<file path="src/rtl/note_tone_generator_if.sv">
// Note-divider link between the melody sequencer (master) and the tone generator (slave).
// Carries the divider/volume/mute controls and the generated audio outputs.
interface note_tone_generator_if #(
    parameter int DIV_W = 20,
    parameter int VOL_W = 4
);
    logic [DIV_W-1:0]    note_div;
    logic [VOL_W-1:0]    vol;
    logic                mute;
    logic                audio_out;
    logic signed [15:0]  pcm_sample;
    logic                note_load;
    logic                playing;

    modport master (
        output note_div, vol, mute,
        input  audio_out, pcm_sample, note_load, playing
    );

    modport slave (
        input  note_div, vol, mute,
        output audio_out, pcm_sample, note_load, playing
    );
endinterface

</file>
<file path="src/rtl/note_tone_generator.sv">
// Square-wave tone generator: converts a full-period divider into a glitch-free buzzer
// drive and signed PCM sample, latching new dividers only at full-period boundaries.
module note_tone_generator #(
    parameter int DIV_W = 20,
    parameter int VOL_W = 4
) (
    input  logic                  clk,
    input  logic                  rst,
    note_tone_generator_if.slave  bus
);
    typedef enum logic {IDLE, PLAY} state_t;

    state_t           state;
    logic [DIV_W-1:0] div_q;
    logic [DIV_W-1:0] cnt;
    logic [VOL_W-1:0] vol_q;
    logic             phase;      // unmuted square-wave level; keeps running under mute

    logic [DIV_W-1:0] half_m1;
    logic             at_end;
    logic             wrap;
    logic             note_ok;
    logic             do_latch;
    logic             ph_next;

    function automatic logic signed [15:0] pcm_of(input logic ph, input logic m,
                                                  input logic [VOL_W-1:0] v);
        logic signed [15:0] amp;
        amp = {1'b0, v, {(15 - VOL_W){1'b0}}};
        if (m) return '0;
        return ph ? amp : -amp;
    endfunction

    assign half_m1  = {1'b0, div_q[DIV_W-1:1]} - DIV_W'(1);
    assign at_end   = (cnt == half_m1);
    // A low-phase end is the only point where a new divider may be taken.
    assign wrap     = (state == PLAY) && at_end && !phase;
    assign note_ok  = (bus.note_div >= DIV_W'(2));
    assign do_latch = note_ok && ((state == IDLE) || wrap);
    assign ph_next  = phase & ~at_end;

    // NOTE: all state and output registers use non-blocking assignments so every
    // branch sees the pre-edge values of cnt/phase/state.
    always_ff @(posedge clk) begin
        if (rst) begin
            state          <= IDLE;
            div_q          <= '0;
            vol_q          <= '0;
            cnt            <= '0;
            phase          <= 1'b0;
            bus.audio_out  <= 1'b0;
            bus.pcm_sample <= '0;
            bus.note_load  <= 1'b0;
            bus.playing    <= 1'b0;
        end else if (do_latch) begin
            state          <= PLAY;
            div_q          <= bus.note_div;
            vol_q          <= bus.vol;
            cnt            <= '0;
            phase          <= 1'b1;
            bus.audio_out  <= ~bus.mute;
            bus.pcm_sample <= pcm_of(1'b1, bus.mute, bus.vol);
            bus.note_load  <= 1'b1;
            bus.playing    <= 1'b1;
        end else if ((state == IDLE) || wrap) begin
            state          <= IDLE;
            div_q          <= '0;
            cnt            <= '0;
            phase          <= 1'b0;
            bus.audio_out  <= 1'b0;
            bus.pcm_sample <= '0;
            bus.note_load  <= 1'b0;
            bus.playing    <= 1'b0;
        end else begin
            cnt            <= at_end ? '0 : cnt + DIV_W'(1);
            phase          <= ph_next;
            bus.audio_out  <= ph_next & ~bus.mute;
            bus.pcm_sample <= pcm_of(ph_next, bus.mute, vol_q);
            bus.note_load  <= 1'b0;
            bus.playing    <= 1'b1;
        end
    end
endmodule
</file>
<file path="src/flat_wrapper.sv">
// flat-port wrapper written by rule: the top's interface ports become plain ports
module note_tone_generator_flat 
#(
    parameter int DIV_W = 20,
    parameter int VOL_W = 4
)
  (clk, rst, bus_note_div, bus_vol, bus_mute, bus_audio_out, bus_pcm_sample, bus_note_load, bus_playing);
  note_tone_generator_if #(.DIV_W(DIV_W), .VOL_W(VOL_W)) bus_i ();
  input  logic clk;
  input  logic rst;
  input wire logic [$bits(bus_i.note_div)-1:0] bus_note_div;
  input wire logic [$bits(bus_i.vol)-1:0] bus_vol;
  input wire logic [$bits(bus_i.mute)-1:0] bus_mute;
  output wire logic [$bits(bus_i.audio_out)-1:0] bus_audio_out;
  output wire logic [$bits(bus_i.pcm_sample)-1:0] bus_pcm_sample;
  output wire logic [$bits(bus_i.note_load)-1:0] bus_note_load;
  output wire logic [$bits(bus_i.playing)-1:0] bus_playing;
  assign bus_i.note_div = bus_note_div;
  assign bus_i.vol = bus_vol;
  assign bus_i.mute = bus_mute;
  assign bus_audio_out = bus_i.audio_out;
  assign bus_pcm_sample = bus_i.pcm_sample;
  assign bus_note_load = bus_i.note_load;
  assign bus_playing = bus_i.playing;
  note_tone_generator #(.DIV_W(DIV_W), .VOL_W(VOL_W)) u_core (.clk(clk), .rst(rst), .bus(bus_i));
endmodule
</file>
<file path="config.mk">
export PLATFORM = sky130hd
export DESIGN_NAME = note_tone_generator_flat
export DESIGN_NICKNAME = d
export VERILOG_FILES = /design/src/rtl/note_tone_generator_if.sv /design/src/rtl/note_tone_generator.sv /design/src/flat_wrapper.sv
export SDC_FILE = /design/constraint.sdc
export NUM_CORES = 1
export LEC_CHECK = 0
export ABC_AREA = 1
export BUFFER_PORTS_ARGS = -buffer_cell sky130_fd_sc_hd__buf_4
export CAP_MARGIN = 25
export CORE_ASPECT_RATIO = 1.2
export CORE_MARGIN = 4
export CORE_UTILIZATION = 30
export DETAILED_ROUTE_END_ITERATION = 10
export RECOVER_POWER = 25
export SYNTH_ARGS = -nofsm -noshare
export SYNTH_HDL_FRONTEND = slang
export SYNTH_SLANG_ARGS = --single-unit
</file>
<file path="constraint.sdc">
create_clock -name clk -period 1.96 [get_ports clk]
set_input_delay 0.392 -clock clk [delete_from_list [all_inputs] [get_ports clk]]
set_output_delay 0.392 -clock clk [all_outputs]
set_load 0.1 [all_outputs]
</file>
; ---- After elaboration in Yosys (flattened, before gate mapping)
; Cells that the tools add are included.
[word_totals]
reg_bits = 65
latchBits = 0
ram_bits = 0
mem_bits_ro = 0
in_bits = 27
output_inout_bits = 19
elab_cells = 49
n_memories = 0
[op_classes]
n_addsub = 3
multipliers = 0
div_mod_pow = 0
n_lt_le_gt_ge = 1
n_eq_ne = 1
n_shift = 0
mux = 23
n_bitwise = 5
n_reduce_logical = 7
[ops]
columns = op, count
row1 = $mux 16, 6
row2 = $mux 20, 2
row3 = $add 20x1->20 const B, 1
row4 = $eq 20x20->1, 1
row5 = $ge 20x2->1 const B, 1
row6 = $sub 19x1->20 const B, 1
row7 = $neg 15->16, 1
row8 = $mux 1, 15
row9 = $reduce_or 4->1, 1
row10 = $logic_and 1x1->1, 3
row11 = $not 1->1, 3
row12 = $and 1x1->1, 2
row13 = $reduce_bool 2->1, 1
row14 = $logic_not 1->1, 1
row15 = $logic_or 1x1->1, 1

; ---- Depth between registers and ports, before layout
; Gate-level depths: netlist of the first run.
[depth]
depth_word = 11
mapped_depth = 19
ltp_nobuf = 18

; ---- Least setup slack after synthesis of the first run
; Ideal clock, no wire load.
[synth_path]
path_type = flip-flop to flip-flop
startpoint = reg u_core.div_q[1]
endpoint = reg u_core.div_q[16]
setup_time_ps = 113
t_arrival_ps = 1988
t_required_ps = 1847
setup_slack_ps = -141
stages_incl_launch_ff = 18
path_buffers = 2
synth_period_minus_slack_ps = 2101
cell_sequence = dfxtp_1 > inv_1 > ha_1 > nand2_2 > nor2_8 > nand2_2 > o21ai_2 > nand2_1 > nand2_1 > nand2_1 > nor2_2 > nand4_1 > nand2_2 > buf_6 > inv_4 > buf_6 > o21ai_2 > nor2_1
[synth_between]
elab_chain_cells = 7
word_cells_on_any_way = 8
classes_between = add/sub: 1 / eq/ne: 1 / mux: 1 / reduce/logical: 5
[synth_rtl]
columns = element, line
row1 = start: declaration, note_tone_generator.sv:14  ; logic [DIV_W-1:0] div_q;
row2 = start signal: assignment, note_tone_generator.sv:57  ; div_q <= bus.note_div;
row3 = $sub 19x1->20 *, note_tone_generator.sv:34  ; assign half_m1 = {1'b0, div_q[DIV_W-1:1]} - DIV_W'(1);
row4 = $eq 20x20->1 *, note_tone_generator.sv:35  ; assign at_end = (cnt == half_m1);
row5 = $logic_and 1x1->1 * (2 in a row), note_tone_generator.sv:37  ; assign wrap = (state == PLAY) && at_end && !phase;
row6 = $logic_or 1x1->1 *, "note_tone_generator.sv:39, note_tone_generator.sv:65"
row7 = $logic_and 1x1->1, note_tone_generator.sv:39  ; assign do_latch = note_ok && ((state == IDLE) || wrap);
row8 = $mux 20 or $reduce_bool 2->1 (tied branches), n/a
; Mark *: on every way between the ends. The rest lies on a longest branch, timed or not.
; A chain may end at the register's enable or synchronous reset.

; ---- Final worst setup path of the first run
[layout_path]
startpoint = reg u_core.div_q[1]
endpoint = reg u_core.vol_q[3]
[layout_between]
elab_chain_cells = 6
[layout_rtl]
columns = element, line
row1 = $sub 19x1->20, note_tone_generator.sv:34
row2 = $eq 20x20->1, note_tone_generator.sv:35
row3 = $logic_and 1x1->1 (2 in a row), note_tone_generator.sv:37
row4 = $logic_or 1x1->1, note_tone_generator.sv:39
row5 = $logic_and 1x1->1, note_tone_generator.sv:39
row6 = end signal: assignment, note_tone_generator.sv:58  ; vol_q <= bus.vol;
row7 = end: declaration, note_tone_generator.sv:16  ; logic [VOL_W-1:0] vol_q;
; No other way between the ends.

==> metrics, run 1 <==
Pre-antenna DRT Iters 4; setup violators final 51; Clock Skews 0.004067 ns; clk sink count 53; Initial Utilization 0.3061; CTS tree built; initial antenna violation count 0; setup TNS -6.411 ns; Reg power frac 0.388; switching share of power 0.3119; RePlAce Congestion approximately 0.85; clock group share of total power 0.347; vias 3161; DP HPWL 6311 µm; port bufs 33; Avg Inst Size Synth 6.720 µm²; distinct cell type count after synthesis 34; fmax 459.2 MHz; row count 40; net switching power approximately 0.93 mW; Root Buffer clkbuf_16; Gate power share 0.265; Tot Pwr approximately 3.0 mW; Leak 2.043 nW; Peak VDD IR 0.4085 mV; I/O Pins between 40 and 50; final core utilization 0.4465; fin crit share 1.111; PnR worst setup slack -0.2177 ns; Antenna Nets Post-Route 0; Reg area 0.001062 mm²; internal power between 2 and 2.5 mW; DR DRC count 0; Slew HR 0.5627; die height 118.7 µm; RSZ-0062 raised after global routing true; largest fanout on the critical path 7; all-layer global routing usage 0.1457; core footprint 0.01001 mm²; sequential area share after synthesis 0.3463; GRT overflow 0; Worst-path clk slew approximately 0.070 ns; most frequent cells in the layout nand2_1, buf_4, inv_1, dfxtp_1, nor2_1; power density of the placed cells 665.5 mW/mm²; pin count of the biggest net entering global routing 19; CP Capture Type flip-flop; footprint of the multi-input gates approximately 0.002 mm²; Iter 0 DRT Violations 117; FF+latch count, synth 53; Syn Inst Count 456; Placement Setup Slack -0.4382 ns; TritonCTS Buffers 5; max-cap viol count 0; fin crit period 2.178 ns; Synth Warn # 0; nets approximately 600; hold depth 2; commonest non-fill, non-tap cell in the layout nand2_1; R2R cell count 16; violated checks negative setup slack; Die Area about 0.012 mm²; ANT cells 0; vias in the first global route 3200; clk_lat worst skew 0.29 ns; hold crit path type input pin to flip-flop; status finished, violations left; drt wl/cell 12.35 µm; Worst Tran Pin Value 0.6553 ns; global-route wire length before repair 14230 µm; synthesized area 0.003064 mm²; Crit Path Category flip-flop to flip-flop; final max-slew violation count 0; Final Hold Vio Count 0; layout cells sized above 1 0.3500; routed vias/inst ~4.6; nature of the critical path startpoint flip-flop; Filler Cell Count just over 1000; CTS Buffer Depth 2; H-tree depth 2; area grow syn2layout 45.86%; WP data required about 2.2 ns; die width between 100 and 150 µm; total wire length 8473 µm; CP arrival 2.36 ns
[final timing paths]
path / from / endpoint / slack, ns
hold reg to reg: u_core.cnt[0] / u_core.cnt[0] / 0.47
setup / recovery: u_core.div_q[1] / u_core.vol_q[3] / -0.22
hold / removal: bus_mute / u_core.bus.audio_out / 0.25
setup reg to reg: u_core.div_q[1] / u_core.vol_q[3] / -0.22
[critical path, stage by stage (launching register included)]
cell	delay (ns)
dfxtp_2	0.32
inv_2	0.07
ha_4	0.15
nand2_4	0.10
nor2_8	0.18
nand2_1	0.06
nand2_1	0.07
nand2_1	0.06
nor2_2	0.14
nand3_1	0.10
nor2_2	0.14
nand4_1	0.16
nand2_4	0.16
buf_6	0.15
nand2_4	0.07
nand2_1	0.08
a21oi_1	0.06
[layout make-up]
cell class | count | share of cell area
timing repair inverter | 1 | 0.001960
timing repair buffer | 104 | 0.1851
clock buffer | 7 | 0.03191
sequential | 53 | 0.2377
tap | 126 | 0.03527
inverter | 60 | 0.05263
clock inverter | 1 | 0.006719
multi-input combinational | 334 | 0.4488
[cells in the mapped netlist, drive strengths merged]
cell type / number / area (µm²)
a21oi: 16 / 80.08
buf: 18 / 141.4
clkbuf: 1 / 3.750
clkinv: 1 / 5.000
conb: 1 / 3.750
dfxtp: 53 / 1061
ha: 3 / 37.54
inv: 59 / 224.0
nand2: 129 / 509.2
nand3: 51 / 260.3
nand3b: 2 / 15.01
nand4: 8 / 50.05
nor2: 56 / 260.3
nor3: 9 / 55.05
nor3b: 2 / 15.01
nor4: 7 / 43.79
o21ai: 18 / 97.60
or2: 2 / 12.51
xnor2: 5 / 43.79
xnor3: 1 / 22.52
xor2: 14 / 122.6
[power by group through the flow]
stage / Combinational, mW / Sequential, mW / Clock [mW]
after floorplan: 0.429 / 1.22 / 0
after global placement: 0.680 / 1.17 / 0
after detailed placement: 0.687 / 1.17 / 0
after CTS: 0.756 / 1.15 / 1.06
after global routing: 0.857 / 1.16 / 1.10
final: 0.788 / 1.15 / 1.03
[routing by layer]
metal	global-route usage	up-vias	routed length, µm
met3	0.02184	10	251
li1	-	1627	-
met2	0.2753	50	4614
met4	0.04381	0	123
met1	0.1641	1474	3483
met5	0	-	0
[state kept, by name (all words and copies together) (netlist names)]
signal	flops
u_core.vol_q	4
u_core.cnt	20
u_core.bus.note_load	1
u_core.phase	1
u_core.state	1
u_core.div_q	19
u_core.bus.pcm_sample	5
u_core.bus.playing	1
u_core.bus.audio_out	1
[logic make-up (layout without fill, tap and decap cells)]
family / count (synthesis) / after routing / share of synthesized area
DFF: 53 / 53 / 0.3463
adders and majority gates: 3 / 3 / 0.01225
buffers and inverters: 79 / 173 / 0.1221
other: 1 / 11 / 0.001224
xor gates and xnor gates: 20 / 20 / 0.06166
and+or+nand+nor: 266 / 266 / 0.3985
AOI/OAI and AO/OA: 34 / 34 / 0.05799
[per-stage QoR]
step           cell area, µm²  hold WS [ns]  cells
2_1_floorplan            3114        0.4295    466
3_3_place_gp             3880        0.4480    670
3_5_place_dp             3880        0.4614    670
4_1_cts                  4355        0.2470    682
5_1_grt                  4469        0.2483    686
6_report                 4469        0.2547    686
[repair_timing]
action                     CTS  global route
buffers inserted             3             4
resized for setup           64            21
cloned                       1             0
pin swaps                   16             7
hold endpoints to repair     0             0
setup endpoints to repair   53            53
hold buffers                 0             0
(Power assumes the default switching activity.)
==> inputs of run 2 (changes only) <==
CORE_UTILIZATION = 40   (was 30)
RECOVER_POWER = default   (was 25)
==> run 2 against run 1 <==
  * Critical path depth is 2 higher
  * Utilization is 17 points higher
  * Worst setup slack worse by 0.040 ns
  * Clock power is 21% lower
  * Sequential power hardly changed
  * Register-to-register slack worse by 0.04 ns
  * The flow still finishes with violations (negative setup slack)
  * Combinational power is 3.0% higher
  * Critical endpoint is now u_core.bus.pcm_sample[13]
  * Worst hold slack worse by 0.033 ns
  * Largest power group unchanged
  * Largest cell class unchanged
  * Non-clock buffer count is 5 higher
==> metrics, run 2 (synthesis results as in run 1) <==
status finished, violations left; violated checks negative setup slack; commonest non-fill, non-tap cell in the layout nand2_1; fin crit share 1.132; CP Capture Type flip-flop; port bufs 33; critical path, cell by cell inv_2 > ha_4 > inv_2 > nand2_1 > nand2_1 > nor2_1 > nand2_1 > nor2_1 > nand2_1 > nor2_2 > nand3_2 > nor2_4 > nand4_1 > nand2_4 > inv_4 > buf_12 > nand3_2 > a21oi_2; drt wl/cell 12.99 µm; DR DRC count 0; WP buf/inv 4; CTS tree built; TritonCTS Buffers 5; Reg power frac 0.416; largest register by flop count u_core.cnt; CTS Buffer Depth 2; internal power 1.842 mW; net switching power between 0.9 and 1 mW; pin count of the biggest net entering global routing 17; H-tree depth 2; Crit path depth 18; Largest register FFs 20; Initial Utilization 0.4164; switching share of power 0.3374; row count 34; clock group share of total power 0.292; Clock Skews 0.01273 ns; fin cells 656; Iter 0 DRT Violations 140; R2R cell count 18; Root Buffer clkbuf_8; vias 3174; DP HPWL 6140 µm; GRT overflow 0; all-layer global routing usage 0.1877; fin crit period 2.218 ns; Filler Cell Count 662; RePlAce Congestion 0.8615; most frequent cells in the layout nand2_1, buf_4, inv_1, dfxtp_1, nand3_1; setup TNS -9.787 ns; crit-path max cell delay about 0.35 ns; core footprint 0.007360 mm²; placed cells 637; RSZ-0062 raised after global routing true; clk_lat worst skew 0.32 ns; layout cells sized above 1 0.3816; global-route wire length before repair ~14000 µm; WP data required between 2 and 2.5 ns; Final Cell Area 0.004501 mm²; total wire length 8521 µm; max-cap viol count 0; Worst-path clk slew 0.11 ns; Reg area roughly 0.0011 mm²; Antenna Nets Post-Route 0; nature of the critical path startpoint flip-flop; vias in the first global route between 3000 and 4000; PnR worst setup slack -0.2580 ns; routed vias/inst 4.838; final max-slew violation count 0; clk sink count 53; Gate power share 0.292; initial antenna violation count 0; Leak between 2 and 2.5 nW; Worst path slowest cell dfxtp_2; fmax 450.9 MHz; nets 595; Peak VDD IR about 0.39 mV; footprint of the multi-input gates between 0.002 and 0.0025 mm²; power density of the placed cells slightly above 600 mW/mm²; Pre-antenna DRT Iters 4; CP arrival 2.44 ns; hold depth 2; Die Area 0.009131 mm²; setup violators final between 50 and 60; most used cell along the critical path nand2_1; die width 87.90 µm; area grow syn2layout 46.88%; largest fanout on the critical path 8; Final Hold Vio Count 0; hold crit path type input pin to flip-flop; top flop regs u_core.cnt: 20 flops, u_core.div_q: 19 flops, u_core.bus.pcm_sample: 5 flops; die height 103.9 µm; I/O Pins 46; Crit Path Category flip-flop to flip-flop; Crit path max-delay family simple AND/OR/NAND/NOR gates; ANT cells 0; placed cell area 0.003857 mm²
[run 2: worst reg2reg max path: cells and delay by family (launching register included)]
family	cells	cell delay [ns]
fa+ha+maj	1	0.26
flops	1	0.35
compound gates	1	0.06
buf+inv	4	0.29
simple gates	12	1.19
[run 2: through the flow]
step                utilization  hold WS (ns)  worst slack (ns)  power (mW)
floorplan                     -        0.4295         -0.002045       1.653
global placement         0.5241        0.4482           -0.3564       1.846
detailed placement       0.5241        0.4581           -0.3253       1.854
CTS                      0.5726        0.2178           -0.2434       2.707
global route             0.6115        0.2175           -0.4368       2.904
finish                   0.6115        0.2215           -0.2580       2.780
[run 2: area by class of cell]
type | instances | area share
repair inverters | 2 | 0.003058
well taps | 90 | 0.02502
inverters | 60 | 0.05338
flip-flops and latches | 53 | 0.2377
multi-input cells | 334 | 0.4479
clock inverters | 2 | 0.008340
repair buffers | 109 | 0.2063
clock buffers | 6 | 0.01835
[run 2: timing repair]
item,4_1_cts,5_1_grt
gates resized for setup,42,61
hold buffers,0,0
setup endpoints to repair,53,53
setup buffers,3,3
hold endpoints to repair,0,0
gates cloned,3,2
pin swaps,7,14
[run 2: power groups by stage]
stage                     sequential [mW]  combinational, mW  clock [mW]
after floorplan                      1.22              0.429           0
after global placement               1.17              0.675           0
after detailed placement             1.17              0.682           0
after CTS                            1.15              0.741       0.816
after global routing                 1.16              0.884       0.859
final                                1.16              0.812       0.812
[run 2: final timing paths]
path | from | to | slack, ns
worst max-delay path | u_core.div_q[1] | u_core.bus.pcm_sample[13] | -0.26
worst min-delay path | bus_mute | u_core.bus.audio_out | 0.22
worst max register to register | u_core.div_q[1] | u_core.bus.pcm_sample[13] | -0.26
worst min register to register | u_core.cnt[0] | u_core.cnt[0] | 0.49
[run 2: routing by layer]
layer | up-vias | wire, µm | track usage
met1 | 1441 | 3478 | 0.2196
met3 | 22 | 270 | 0.02773
met2 | 64 | 4515 | 0.3351
li1 | 1647 | - | -
met5 | - | 0 | 0
met4 | 0 | 257 | 0.07127
==> inputs of run 3 (changes only) <==
clock period = 2.7 ns   (was 1.96 ns; I/O delays follow)
==> run 3 against run 2 <==
  * The flow now finishes without violations
  * Sequential power fell by 28%
  * Combinational power is 46% lower
  * Critical path depth is 2 lower
  * First-iteration DRC count grew 21%
  * Count of clock-buffer cells in the layout down 1
  * Critical endpoint is now u_core.vol_q[0]
  * Via count is 9.8% lower
  * Final area fell by 21%
  * Largest power group unchanged
  * Cell count down 11%
==> metrics, run 3 (synthesis results as in run 1) <==
Tot Pwr approximately 1.9 mW; CTS tree built; area grow syn2layout 15.68%; initial antenna violation count 0; most used cell along the critical path nand2_1; clk_lat worst skew 0.31 ns; CP arrival roughly 2.6 ns; Filler Cell Count 746; power density of the placed cells 539.1 mW/mm²; Final Cell Area 0.003545 mm²; vias in the first global route between 2000 and 3000; routed vias/inst 4.886; vias between 2000 and 3000; fin cells 586; Pre-antenna DRT Iters 4; max-cap viol count 0; Final Hold Vio Count 0; setup violators final 0; Largest register FFs 20; drt wl/cell 12.21 µm; Antenna Nets Post-Route 0; row count 34; global-route wire length before repair 12330 µm; PnR worst setup slack 0.3046 ns; CTS Buffer Depth 2; Root Buffer clkbuf_8; largest register by flop count u_core.cnt; Post-CTS Hold Fix Bufs 0; commonest non-fill, non-tap cell in the layout nand2_1; Gate power share 0.230; nets between 500 and 600; Peak VDD IR around 0.32 mV; Leak between 1.5 and 2 nW; DR DRC count 0; internal power between 1 and 1.5 mW; all-layer global routing usage 0.1650; crit-path max cell delay approximately 0.32 ns; setup TNS 0 ns; top flop regs u_core.cnt: 20 flops, u_core.div_q: 19 flops, u_core.bus.pcm_sample: 5 flops; net switching power 0.5977 mW; Iter 0 DRT Violations 170; I/O Pins between 40 and 50; Initial Utilization 0.4164; Worst-path clk slew 0.10 ns; WP buf/inv 2; fin crit period roughly 2.4 ns; DP HPWL 5752 µm; fmax approximately 420 MHz; final core utilization 0.4816; Reg power frac 0.438; pin count of the biggest net entering global routing 21; final max-slew violation count 0; ANT cells 0; hold crit path type input pin to flip-flop; Worst path slowest cell dfxtp_1; fin crit share 0.8872; clk sink count 53; largest fanout on the critical path 8; CP Capture Type flip-flop; nature of the critical path startpoint flip-flop; WP data required 2.91 ns; placed cells 576; switching share of power 0.3128; Clock Skews 0.009894 ns; die width 87.90 µm; die height a little over 100 µm; status finished clean; placed cell area between 0.003 and 0.004 mm²; Hold Slack 0.3880 ns; Crit Path Category flip-flop to flip-flop; Crit path max-delay family simple AND/OR/NAND/NOR gates; clock group share of total power 0.332; Placement Setup Slack 0.1960 ns; GRT overflow 0; H-tree depth 2; RePlAce Congestion 0.8625; core footprint 0.007360 mm²; TritonCTS Buffers 5; most frequent cells in the layout nand2_1, inv_1, dfxtp_1, nand3_1, nor2_1; total wire length 7153 µm; Die Area ~0.009 mm²; RSZ-0062 raised after global routing false; port bufs 33; critical path, cell by cell inv_1 > ha_4 > nand2_2 > nor2_8 > nand2_1 > nand2_1 > nand2_1 > nor2_1 > nand3_1 > nor2_1 > nand4_1 > nand2_2 > buf_4 > nand2_1 > nand2_1 > a21oi_1; layout cells sized above 1 0.1532
[run 3: cell types whose count changed in the layout (fill, tap and decap cells not counted), moves of 5 or more]
cell,previous run,this run
buf_4,96,40
nor2_1,26,48
nor2_2,21,5
nand2_4,6,1
buf_6,8,0
nand3_1,39,50
nor2_4,7,1
a21oi_1,4,16
nand3_2,8,1
nand2_1,110,120
a21oi_2,11,0
dfxtp_1,48,53
[run 3: what timing repair did]
item,4_1_cts,5_1_grt
endpoints found under the setup margin,0,30
buffers inserted,0,2
resized for setup,0,6
endpoints found under the hold margin,0,0
[run 3: final cells by class]
cell class | count | area (µm²) | area share
flip-flops and latches | 53 | 1061 | 0.2993
clock buffers | 5 | 68.82 | 0.01941
multi-input cells | 334 | 1684 | 0.4751
inverters | 60 | 232.7 | 0.06565
clock inverters | 3 | 65.06 | 0.01836
repair buffers | 41 | 320.3 | 0.09036
well taps | 90 | 112.6 | 0.03177
[run 3: power by group through the flow]
stage               registers, mW  clock network (mW)  logic (mW)
CTS                         0.836               0.656       0.431
floorplan                   0.888                   0       0.309
detailed placement          0.854                   0       0.428
global placement            0.854                   0       0.424
global route                0.841               0.676       0.488
finish                      0.837               0.635       0.439
[run 3: path summary, 6_finish.rpt]
check             cells after the start       startpoint                   end  slack [ns]
setup / recovery                     16  u_core.div_q[1]       u_core.vol_q[0]        0.30
hold / removal                        2         bus_mute  u_core.bus.audio_out        0.39
hold reg to reg                       2  u_core.vol_q[1]       u_core.vol_q[1]        0.47
setup reg to reg                     16  u_core.div_q[1]       u_core.vol_q[0]        0.30
[run 3: routing by layer]
layer	vias to the layer above	share of wire	GRT usage
met3	12	0.050	0.03407
met4	0	0.019	0.04934
met5	-	0	0
met1	1284	0.43	0.2007
met2	62	0.50	0.2861
li1	1505	-	-
